[src/rtl/shifter_pkg.sv]
// Shared types and helpers for the sequential shifter.
// The rotation option (SHIFTER_SEQ_ROTATE_EN) is resolved inside shift_step.
package shifter_pkg;

   typedef enum logic [1:0] {
      ST_IDLE,
      ST_SHIFT,
      ST_DONE
   } state_e;

   localparam logic DIR_LEFT  = 1'b0;
   localparam logic DIR_RIGHT = 1'b1;

   // Smallest r such that 2**r >= v; gives 0 for v <= 1.
   function automatic int clog2(input int v);
      int r;
      r = 0;
      for (int i = 0; i < 31; i++) begin
         if ((1 << i) < v) r = i + 1;
      end
      return r;
   endfunction

endpackage

[src/rtl/shift_step.sv]
// One combinational step of the sequential shifter: moves {X,Y} by s positions.
// Macro SHIFTER_SEQ_ROTATE_EN: when defined, rot=1 wraps bits leaving X back into X instead of fill.
module shift_step
   import shifter_pkg::*;
#(
   parameter int WIDTH = 8,
   parameter int SW    = 4
) (
   input  logic [WIDTH-1:0] x_in,
   input  logic [WIDTH-1:0] y_in,
   input  logic [SW-1:0]    s,
   input  logic             dir,
   input  logic             fill,
   input  logic             rot,
   output logic [WIDTH-1:0] x_out,
   output logic [WIDTH-1:0] y_out
);

   logic [2*WIDTH-1:0] wide;
   logic [WIDTH-1:0]   mask;
   logic [WIDTH-1:0]   wrap;
   logic               use_rot;

`ifdef SHIFTER_SEQ_ROTATE_EN
   assign use_rot = rot;
`else
   logic unused_rot;
   assign unused_rot = rot;
   assign use_rot    = 1'b0;
`endif

   // Shifts by >= WIDTH yield zero, so s=0 leaves wrap empty and mask clear.
   always_comb begin
      wide  = '0;
      mask  = '0;
      wrap  = '0;
      x_out = x_in;
      y_out = y_in;
      if (dir == DIR_LEFT) begin
         wide  = {y_in, x_in} << s;
         mask  = ~({WIDTH{1'b1}} << s);
         wrap  = x_in >> (WIDTH - int'(s));
         x_out = wide[WIDTH-1:0] | (use_rot ? wrap : (fill ? mask : '0));
         y_out = wide[2*WIDTH-1:WIDTH];
      end else begin
         wide  = {x_in, y_in} >> s;
         mask  = ~({WIDTH{1'b1}} >> s);
         wrap  = x_in << (WIDTH - int'(s));
         x_out = wide[2*WIDTH-1:WIDTH] | (use_rot ? wrap : (fill ? mask : '0));
         y_out = wide[WIDTH-1:0];
      end
   end

endmodule

[src/rtl/shifter_seq.sv]
// Multi-cycle shifter, up to STEP positions per clock; result after ceil(n/STEP) step edges, held in DONE until out_ready.
// Rotation is available when SHIFTER_SEQ_ROTATE_EN is defined (handled in shift_step); otherwise in_rot is ignored.
module shifter_seq
   import shifter_pkg::*;
#(
   parameter  int WIDTH = 8,
   parameter  int STEP  = 1,
   localparam int AW    = clog2(WIDTH + 1)
) (
   input  logic             clk,
   input  logic             rst_n,
   input  logic             in_valid,
   output logic             in_ready,
   input  logic [WIDTH-1:0] in_data,
   input  logic [AW-1:0]    in_amt,
   input  logic             in_dir,
   input  logic             in_fill,
   input  logic             in_rot,
   output logic             out_valid,
   input  logic             out_ready,
   output logic [WIDTH-1:0] out_data,
   output logic [WIDTH-1:0] out_spill
);

   state_e           state_q, state_d;
   logic [WIDTH-1:0] x_q, x_d;
   logic [WIDTH-1:0] y_q, y_d;
   logic [AW-1:0]    rem_q, rem_d;
   logic             dir_q, dir_d;
   logic             fill_q, fill_d;
   logic             rot_q, rot_d;

   logic [AW-1:0]    amt_clamp;
   logic [AW-1:0]    s_amt;
   logic [WIDTH-1:0] step_x;
   logic [WIDTH-1:0] step_y;

   assign amt_clamp = (in_amt > AW'(WIDTH)) ? AW'(WIDTH) : in_amt;
   assign s_amt     = (rem_q > AW'(STEP)) ? AW'(STEP) : rem_q;

   shift_step #(
      .WIDTH (WIDTH),
      .SW    (AW)
   ) u_step (
      .x_in  (x_q),
      .y_in  (y_q),
      .s     (s_amt),
      .dir   (dir_q),
      .fill  (fill_q),
      .rot   (rot_q),
      .x_out (step_x),
      .y_out (step_y)
   );

   assign in_ready  = (state_q == ST_IDLE) && rst_n;
   assign out_valid = (state_q == ST_DONE);
   assign out_data  = x_q;
   assign out_spill = y_q;

   always_comb begin
      state_d = state_q;
      x_d     = x_q;
      y_d     = y_q;
      rem_d   = rem_q;
      dir_d   = dir_q;
      fill_d  = fill_q;
      rot_d   = rot_q;
      case (state_q)
         ST_IDLE: begin
            if (in_valid && in_ready) begin
               x_d     = in_data;
               y_d     = '0;
               rem_d   = amt_clamp;
               dir_d   = in_dir;
               fill_d  = in_fill;
               rot_d   = in_rot;
               state_d = (amt_clamp != '0) ? ST_SHIFT : ST_DONE;
            end
         end
         ST_SHIFT: begin
            x_d   = step_x;
            y_d   = step_y;
            rem_d = rem_q - s_amt;
            if (rem_d == '0) state_d = ST_DONE;
         end
         ST_DONE: begin
            if (out_ready) state_d = ST_IDLE;
         end
         default: state_d = ST_IDLE;
      endcase
   end

   always_ff @(posedge clk) begin
      if (!rst_n) begin
         state_q <= ST_IDLE;
         x_q     <= '0;
         y_q     <= '0;
         rem_q   <= '0;
         dir_q   <= 1'b0;
         fill_q  <= 1'b0;
         rot_q   <= 1'b0;
      end else begin
         state_q <= state_d;
         x_q     <= x_d;
         y_q     <= y_d;
         rem_q   <= rem_d;
         dir_q   <= dir_d;
         fill_q  <= fill_d;
         rot_q   <= rot_d;
      end
   end

endmodule
[config.mk]
export PLATFORM = sky130hd
export DESIGN_NAME = shifter_seq
export DESIGN_NICKNAME = d
export VERILOG_FILES = /design/src/rtl/shifter_pkg.sv /design/src/rtl/shift_step.sv /design/src/rtl/shifter_seq.sv
export SDC_FILE = /design/constraint.sdc
export NUM_CORES = 1
export LEC_CHECK = 0
export ABC_AREA = 1
export BUFFER_PORTS_ARGS = -buffer_cell sky130_fd_sc_hd__buf_2
export CAP_MARGIN = 20
export CORE_UTILIZATION = 40
export CTS_CLUSTER_SIZE = 25
export DETAILED_ROUTE_END_ITERATION = 8
export PLACE_DENSITY_LB_ADDON = 0.12
export SETUP_SLACK_MARGIN = 0.02
export SYNTH_ARGS = -nofsm -noshare
export SYNTH_HDL_FRONTEND = slang
export SYNTH_HIERARCHICAL = 1
export SYNTH_SLANG_ARGS = --single-unit
[constraint.sdc]
create_clock -name clk -period 1.4 [get_ports clk]
set_input_delay 0.21 -clock clk [delete_from_list [all_inputs] [get_ports clk]]
set_output_delay 0.21 -clock clk [all_outputs]
set_load 0.03 [all_outputs]
==> qor.yml, run 1 <==
status: "finished with violations"
failed_checks: "negative setup slack"
final_net_count: 600
overflow: 0
worstPathRequired_ns: 1.56
leakage_nw: 2.000
power_density_nw_per_um2: 1771
worst_path_most_repeated_cell: "sky130_fd_sc_hd__nand2_1"
final.setup.worst_slack_ns: -0.2785
timing.final.hold_violations: 0
via_per_inst: 5.647
grt_first_pass_wirelength_mm: 15.57
grt_max_degree: 27
skew_ns: 0.004931
number_of_antenna_violations_at_the_first_check_in_global_routing: 0
timing.setup.tns_ns: -3.993
synth_cells: 474
dieArea_um2: 6650
gp_routability_congestion: 0.9535
drt_drc_violations_left: 0
initial_utilization: 0.4201
worstPathCellList: "inv_2 > nand4_1 > buf_6 > buf_8 > nor2_2 > nand2_1 > nand2_1 > nand2_1 > a31oi_1 > a21oi_2 > nand2_1 > a31oi_1"
syn_avg_cell_area_um2: 5.340
die_width_um: 81.55
cts_made_buffers: 3
cts_htree_levels: 1
global_route_usage_over_all_layers: 0.3048
drtPass1Iterations: 4
commonest_cells_after_routing_fill_and_taps_aside: "sky130_fd_sc_hd__nand2_1, sky130_fd_sc_hd__buf_4, sky130_fd_sc_hd__nand3_1, sky130_fd_sc_hd__nor2_1, sky130_fd_sc_hd__buf_2"
syn2layout_area_growth_pct: 59.22
clk_pin_slew_worst_paths_ns: 0.09
place_ws_ns: -0.2969
synth.yosys.warnings: 6
max-cap-violations: 0
final-max-slew-violation-count: 0
cts.path.max_buffers: 2
detail_route.iter0.violations: 293
critPathKind: "flip-flop to flip-flop"
timing.final.crit_share: 1.199
timing.critical_path.from_type: "flip-flop"
placement_rows: 28
critPathMaxStageDelay_ns: 0.34
max_clock_freq_ghz: 0.5958
setup_viol: 19
min_path_type: "primary input to flip-flop"
first_global_vias: 3269
final.min_clock_period_ns: 1.678
detail_route.wl_per_cell_um: 16.23
port_buffers: 35
drive_above_1_share: 0.4525
crit_slowest_cell: "sky130_fd_sc_hd__dfxtp_2"
crit_path_end_kind: "flip-flop"
pin_count: 37
worstSkewPairLatency_ns: 0.27
cp_max_fo: 9
final_antenna_net_count: 0
num_antenna_cells: 0
vias: 3693
netlist_area_before_placement_um2: 2531
grt_setup_unrepaired: "yes"
tritoncts_clock_tree: "yes"
floorplan.die.height_um: 81.55
routed_wirelength_mm: 10.62
final_core_util: 0.6688
critical_path_arrival_ns: 1.84
core_area_um2: 6026
most_frequent_standard_cell_in_the_layout_excluding_fill_and_tap_cells: "sky130_fd_sc_hd__nand2_1"
cts.sink_count: 24
root_buffer: "sky130_fd_sc_hd__clkbuf_8"
irDropWorstVdd_v: 0.001384
place_hpwl_mm: 7.089
==> path summary, 6_finish.rpt <==
check | start | end | slack (ns) | depth (start not counted)
worst max-delay path | rem_q[1]$_SDFFE_PN0P_ | out_data[7]$_SDFFE_PN0P_ | -0.28 | 12
worst min-delay path | in_dir | dir_q$_SDFFE_PN0P_ | 0.13 | 3
worst min register to register | out_spill[4]$_SDFFE_PN0P_ | out_spill[4]$_SDFFE_PN0P_ | 0.54 | 2
worst max register to register | rem_q[1]$_SDFFE_PN0P_ | out_data[7]$_SDFFE_PN0P_ | -0.28 | 12
==> sequential cells by signal, indices dropped and copies added (netlist names) <==
signal	cells
fill_q	1
out_spill	8
rem_q	4
out_data	8
dir_q	1
state_q	2
==> stage by stage <==
step | hold slack (ns) | instance area [µm²] | power, mW | instances
2_1_floorplan | 0.3205 | 2644 | 3.589 | 480
3_3_place_gp | 0.4206 | 3223 | 4.929 | 626
3_5_place_dp | 0.4220 | 3223 | 4.950 | 626
4_1_cts | 0.1326 | 3513 | 5.901 | 640
5_1_grt | 0.1398 | 4030 | 7.611 | 654
6_report | 0.1343 | 4030 | 7.138 | 654
==> per-layer routing <==
metal / vias to the layer above / routed length (µm) / global-route usage
li1: 1775 / - / -
met1: 1677 / 4462 / 0.4141
met2: 205 / 4921 / 0.4817
met3: 36 / 873 / 0.03333
met4: 0 / 358 / 0.1339
met5: - / 0 / 0
==> cell type report <==
cell class / instances / area (µm²)
Sequential cell: 24 / 488.0
Inverter: 25 / 108.9
Multi-Input combinational cell: 408 / 2405
Fill cell: 550 / 1996
Clock buffer: 4 / 55.05
Tap cell: 75 / 93.84
Timing Repair Buffer: 118 / 879.6
==> critical path, delay by kind of cell (launching register included) <==
kind | cells | cell delay, ns
and+or+nand+nor | 6 | 0.54
DFF | 1 | 0.34
AOI/OAI and AO/OA | 3 | 0.34
buffers and inverters | 3 | 0.35
==> where the power goes <==
part | switching, mW | internal [mW] | leakage (nW)
combinational | 3.10 | 2.41 | 1.77
clock | 0.239 | 0.252 | 0.0288
sequential | 0.279 | 0.865 | 0.199
==> what timing repair did <==
item	4_1_cts	5_1_grt
endpoints found under the setup margin	21	24
gates resized for setup	44	93
buffers inserted	10	13
pin swaps	15	66
gates cloned	0	2
hold buffers	0	0
Note: power is estimated with default switching activity, not from simulation.
==> inputs of run 2 (changes only) <==
--- a/config.mk
+++ b/config.mk
@@ -8,11 +8,11 @@
 export ABC_AREA = 1
 export BUFFER_PORTS_ARGS = -buffer_cell sky130_fd_sc_hd__buf_2
 export CAP_MARGIN = 20
+export CORE_MARGIN = 2
 export CORE_UTILIZATION = 40
 export CTS_CLUSTER_SIZE = 25
 export DETAILED_ROUTE_END_ITERATION = 8
 export PLACE_DENSITY_LB_ADDON = 0.12
-export SETUP_SLACK_MARGIN = 0.02
 export SYNTH_ARGS = -nofsm -noshare
 export SYNTH_HDL_FRONTEND = slang
 export SYNTH_HIERARCHICAL = 1
==> constraint.sdc (replaced) <==
create_clock -name clk -period 2.1 [get_ports clk]
set_input_delay 0.315 -clock clk [delete_from_list [all_inputs] [get_ports clk]]
set_output_delay 0.315 -clock clk [all_outputs]
set_load 0.03 [all_outputs]
==> run 2 against run 1 <==
Effect of this change:
- the run ends with design-rule violations left
- largest power group unchanged
- largest cell class unchanged
- combinational power decreased by 65%
- final area decreased by 32%
- sequential power decreased by 38%
- sequential share of layout area increased by 5.4 points
- highest routed layer unchanged
==> qor.yml, run 2 (synthesized netlist as in run 1, its figures left out) <==
status: "finished with violations"
failed_checks: "design-rule violations"
worstPathRequired_ns: 2.31
cts.sink_count: 24
max-cap-violations: 0
overflow: 0
timing.critical_path.from_type: "flip-flop"
fillers: 675
die_width_um: 83.55
final_antenna_net_count: 0
irDropWorstVdd_v: 0.0006342
finished_layout_cell_area_um2: 2750
place_ws_ns: 0.2793
detail_route.iter0.violations: 265
routed_wirelength_mm: 8.240
power_density_nw_per_um2: 1089
p_clk_frac: 0.110
worst-r2r-setup-slack_ns: 0.20
comb_power_share: 0.652
commonest_cells_after_routing_fill_and_taps_aside: "sky130_fd_sc_hd__nand2_1, sky130_fd_sc_hd__nand3_1, sky130_fd_sc_hd__nor2_1, sky130_fd_sc_hd__buf_2, sky130_fd_sc_hd__a21oi_1"
dieArea_um2: 6981
worstSkewPairLatency_ns: 0.27
detail_route.wl_per_cell_um: 14.36
grt_first_pass_wirelength_mm: 13.54
core_area_um2: 6026
drive_above_1_share: 0.1283
critPathKind: "flip-flop to flip-flop"
vias: 3205
timing.setup.tns_ns: 0
skew_ns: 0.003949
grt_max_degree: 27
sw_pwr_mw: 1.670
multi_input_comb_area_um2: 1819
power_report.internal_total_mw: 1.325
number_of_antenna_violations_at_the_first_check_in_global_routing: 0
initial_utilization: 0.4201
worstReg2RegEnd: "out_data[4]$_SDFFE_PN0P_"
final-max-slew-violation-count: 0
root_buffer: "sky130_fd_sc_hd__clkbuf_8"
cts.path.max_buffers: 2
numPlacedInstances: 570
drtPass1Iterations: 9
tritoncts_clock_tree: "yes"
cts_made_buffers: 3
sequentialPowerShare: 0.238
r2r.worst_path.cells: 11
detailed_place.area_um2: 2695
min_path_type: "primary input to flip-flop"
global_route_usage_over_all_layers: 0.2311
final.setup.worst_slack_ns: 0.1997
num_antenna_cells: 0
critical_path_arrival_ns: 2.11
totalPowerFinal_mw: 2.995
placement_rows: 28
regToRegStartpoint: "rem_q[2]$_SDFFE_PN0P_"
leakage_nw: 1.392
cts-resized-gates: 0
postCtsHoldBufs: 0
timing.final.crit_share: 0.9049
syn2layout_area_growth_pct: 8.651
most_frequent_standard_cell_in_the_layout_excluding_fill_and_tap_cells: "sky130_fd_sc_hd__nand2_1"
grt_setup_unrepaired: "no"
cp_max_fo: 18
pin_count: 37
startpoint: "rem_q[2]$_SDFFE_PN0P_"
final.min_clock_period_ns: 1.900
crit_path_end_kind: "flip-flop"
slew_headroom: 0.6278
clk_pin_slew_worst_paths_ns: 0.09
floorplan.die.height_um: 83.55
gp_routability_congestion: 0.9382
via_per_inst: 5.584
setup_viol: 0
port_buffers: 35
final_net_count: 520
cts_htree_levels: 1
sequential_cell_area_um2: 480.5
max_clock_freq_ghz: 0.5262
power.share.switching: 0.5575
place_hpwl_mm: 6.167
worstMarginPinSlew_ns: 0.5577
drt_drc_violations_left: 3
first_global_vias: 2823
timing.final.hold_violations: 0
setup.worst_path.end: "out_data[4]$_SDFFE_PN0P_"
postCtsSetupBuffers: 0
finish.cell_count_without_fillers: 574
run 2: cell types whose count changed in the layout (fill, tap and decap cells not counted), sizes merged:
| cell | before | now |
|---|---|---|
| buf | 116 | 39 |
| clkbuf | 6 | 4 |
| clkinv | 1 | 0 |
| inv | 24 | 25 |
| nand2 | 180 | 179 |
run 2: power by group through the flow:
stage	Sequential (mW)	Combinational (mW)	Clock [mW]
after floorplan	0.822	1.44	0
after global placement	0.720	1.87	0
after detailed placement	0.717	1.87	0
after CTS	0.709	1.88	0.340
after global routing	0.730	2.17	0.353
final	0.712	1.95	0.330
run 2: per-stage QoR:
stage	hold slack, ns	util
after floorplan	0.4255	-
after global placement	0.4828	0.4473
after detailed placement	0.4862	0.4473
after CTS	0.2312	0.4564
after global routing	0.2356	0.4564
final	0.2340	0.4564
run 2: worst min path at each step:
stage	startpoint	end	cells after the start
finish	in_fill	fill_q$_SDFFE_PN0P_	3
global placement	dir_q$_SDFFE_PN0P_	dir_q$_SDFFE_PN0P_	2
global route	in_fill	fill_q$_SDFFE_PN0P_	3
CTS	in_fill	fill_q$_SDFFE_PN0P_	3
detailed placement	dir_q$_SDFFE_PN0P_	dir_q$_SDFFE_PN0P_	2
floorplan	in_dir	dir_q$_SDFFE_PN0P_	2
run 2: worst max-delay path, stage by stage, from the launching register on:
cell                       delay, ns
sky130_fd_sc_hd__dfxtp_1        0.37
sky130_fd_sc_hd__inv_1          0.10
sky130_fd_sc_hd__nand4_1        0.17
sky130_fd_sc_hd__buf_4          0.25
sky130_fd_sc_hd__nand2_1        0.15
sky130_fd_sc_hd__nand3_1        0.11
sky130_fd_sc_hd__nand2_1        0.08
sky130_fd_sc_hd__nand2_1        0.08
sky130_fd_sc_hd__nand3_1        0.10
sky130_fd_sc_hd__a21boi_1       0.16
sky130_fd_sc_hd__nand2_1        0.08
sky130_fd_sc_hd__a31oi_1        0.17
run 2: area by class of cell:
cell class	instances	share of cell area
clock buffers	4	0.02002
multi-input cells	407	0.6615
repair buffers	39	0.07461
inverters	25	0.03503
well taps	75	0.03412
flip-flops and latches	24	0.1747
run 2: routing by layer:
layer	vias to the layer above	global-route usage	share of wire
li1	1613	-	-
met1	1407	0.3230	0.45
met2	173	0.3754	0.44
met3	12	0.03956	0.092
met4	0	0.04545	0.010
met5	-	0	0
==> inputs of run 3 (changes only) <==
--- a/config.mk
+++ b/config.mk
@@ -5,7 +5,6 @@
 export SDC_FILE = /design/constraint.sdc
 export NUM_CORES = 1
 export LEC_CHECK = 0
-export ABC_AREA = 1
 export BUFFER_PORTS_ARGS = -buffer_cell sky130_fd_sc_hd__buf_2
 export CAP_MARGIN = 20
 export CORE_MARGIN = 2
==> run 3 against run 2 <==
Effect of this change:
- routed wire length is 13% higher
- the flow now finishes without violations
- clock power is 31% higher
- die area is 13% higher
- highest routed layer unchanged
- critical endpoint is now out_spill[7]$_SDFFE_PN0P_
- synthesized area is 14% higher
- synthesized cell count is 20% lower
- global-route usage is 0.68 points higher
- final cell count is 8.9% lower
- final area is 24% higher
- sequential share of layout area is 3.3 points lower
- combinational power is 93% higher
==> qor.yml, run 3 <==
worstPathRequired_ns: 2.29
most_frequent_standard_cell_in_the_layout_excluding_fill_and_tap_cells: "sky130_fd_sc_hd__nand2_1"
vias: 3118
root_buffer: "sky130_fd_sc_hd__clkbuf_8"
status: "finished, final reports clean"
final-max-slew-violation-count: 0
core_area_um2: 6869
global_route_usage_over_all_layers: 0.2380
cts_made_buffers: 3
syn_avg_cell_area_um2: 7.626
cts_htree_levels: 1
slew_headroom: 0.5798
grt_first_pass_wirelength_mm: 14.74
initial_utilization: 0.4197
drtPass1Iterations: 5
detail_route.iter0.violations: 314
final.min_clock_period_ns: 2.022
regToRegStartpoint: "rem_q[2]$_SDFFE_PN0P_"
worstSkewPairLatency_ns: 0.28
startpoint: "rem_q[2]$_SDFFE_PN0P_"
grt_setup_unrepaired: "yes"
num_antenna_cells: 0
grt_max_degree: 47
timing.setup.tns_ns: 0
grt_util_met3: 0.03878
tritoncts_clock_tree: "yes"
multi_input_comb_area_um2: 2202
min_path_type: "primary input to flip-flop"
final_core_util: 0.4962
setup_viol: 0
r2r.worst_path.cells: 11
timing.final.hold_violations: 0
via_per_inst: 5.962
setup.worst_path.end: "out_spill[7]$_SDFFE_PN0P_"
postCtsHoldBufs: 0
synth.yosys.warnings: 6
power_density_nw_per_um2: 1466
leakage_nw: 1.371
drive_above_1_share: 0.2763
first_global_vias: 2817
max-cap-violations: 0
timing.critical_path.from_type: "flip-flop"
synth_cells: 378
skew_ns: 0.01271
overflow: 0
worst-r2r-setup-slack_ns: 0.08
worstReg2RegEnd: "out_spill[7]$_SDFFE_PN0P_"
cts.path.max_buffers: 2
place_hpwl_mm: 6.801
crit_path_end_kind: "flip-flop"
clk_pin_slew_worst_paths_ns: 0.11
commonest_cells_after_routing_fill_and_taps_aside: "sky130_fd_sc_hd__nand2_1, sky130_fd_sc_hd__buf_4, sky130_fd_sc_hd__buf_2, sky130_fd_sc_hd__mux2i_1, sky130_fd_sc_hd__o21ai_0"
drt_drc_violations_left: 0
pin_count: 37
die_width_um: 88.90
final_net_count: 448
floorplan.die.height_um: 88.90
netlist_area_before_placement_um2: 2883
irDropWorstVdd_v: 0.0006351
syn2layout_area_growth_pct: 18.23
gp_routability_congestion: 0.9158
dieArea_um2: 7902
worstMarginPinSlew_ns: 0.6303
fillers: 721
final_antenna_net_count: 0
number_of_antenna_violations_at_the_first_check_in_global_routing: 0
max_clock_freq_ghz: 0.4946
grt.met1_usage: 0.3422
cts.sink_count: 24
timing.final.crit_share: 0.9627
cp_max_fo: 9
critPathKind: "flip-flop to flip-flop"
port_buffers: 35
globalRouteMet2Util: 0.3711
detail_route.wl_per_cell_um: 17.83
critical_path_arrival_ns: 2.21
top_usage_layer: "met2"
sequential_cell_area_um2: 481.7
placement_rows: 30
routed_wirelength_mm: 9.324
==> run 3: per-layer routing <==
layer	part of all wire	wire length [µm]	up-vias
met5	0	0	-
met4	0.014	126	0
met3	0.062	579	10
met2	0.45	4209	139
met1	0.47	4408	1481
li1	-	-	1488
==> run 3: where the power goes <==
part           internal, mW  switching [mW]  total, mW
clock                 0.255           0.176      0.431
combinational          1.69            2.08       3.76
sequential            0.600           0.202      0.802
total                  2.54            2.45       5.00
==> run 3: timing repair <==
action / 4_1_cts / 5_1_grt
resized for setup: 0 / 14
setup buffers: 0 / 2
endpoints found under the setup margin: 0 / 10
==> run 3: per-stage QoR <==
step | hold WS, ns | worst slack (ns) | area (µm²) | std cells | power (mW)
global placement | 0.5031 | 0.06416 | 3276 | 517 | 4.278
floorplan | 0.4140 | 0.003701 | 2924 | 387 | 3.222
detailed placement | 0.5042 | 0.04182 | 3276 | 517 | 4.292
CTS | 0.2173 | 0.02804 | 3347 | 521 | 4.729
global route | 0.2312 | -0.02066 | 3408 | 523 | 5.316
finish | 0.2221 | 0.07833 | 3408 | 523 | 4.996
==> run 3: worst max-delay path: stages, from the launching register on <==
cell,delay [ns]
sky130_fd_sc_hd__dfxtp_2,0.35
sky130_fd_sc_hd__nor3_4,0.23
sky130_fd_sc_hd__nand2b_4,0.11
sky130_fd_sc_hd__buf_6,0.15
sky130_fd_sc_hd__buf_4,0.16
sky130_fd_sc_hd__mux2_2,0.27
sky130_fd_sc_hd__nand2_1,0.07
sky130_fd_sc_hd__o211ai_1,0.10
sky130_fd_sc_hd__a221oi_1,0.26
sky130_fd_sc_hd__a21oi_1,0.09
sky130_fd_sc_hd__nand2_1,0.07
sky130_fd_sc_hd__a21boi_1,0.06
==> run 3: cell type report <==
class | count | area share
repair buffers | 76 | 0.1465
inverters | 9 | 0.009912
flip-flops and latches | 24 | 0.1413
clock inverters | 1 | 0.008811
clock buffers | 3 | 0.01211
well taps | 96 | 0.03524
multi-input cells | 314 | 0.6461
==> run 3: worst min path at each step <==
stage	from	endpoint	cells after the start
finish	in_fill	fill_q$_SDFFE_PN0P_	3
global route	in_fill	fill_q$_SDFFE_PN0P_	3
CTS	in_fill	fill_q$_SDFFE_PN0P_	3
detailed placement	in_fill	fill_q$_SDFFE_PN0P_	3
global placement	in_fill	fill_q$_SDFFE_PN0P_	3
floorplan	in_dir	dir_q$_SDFFE_PN0P_	2
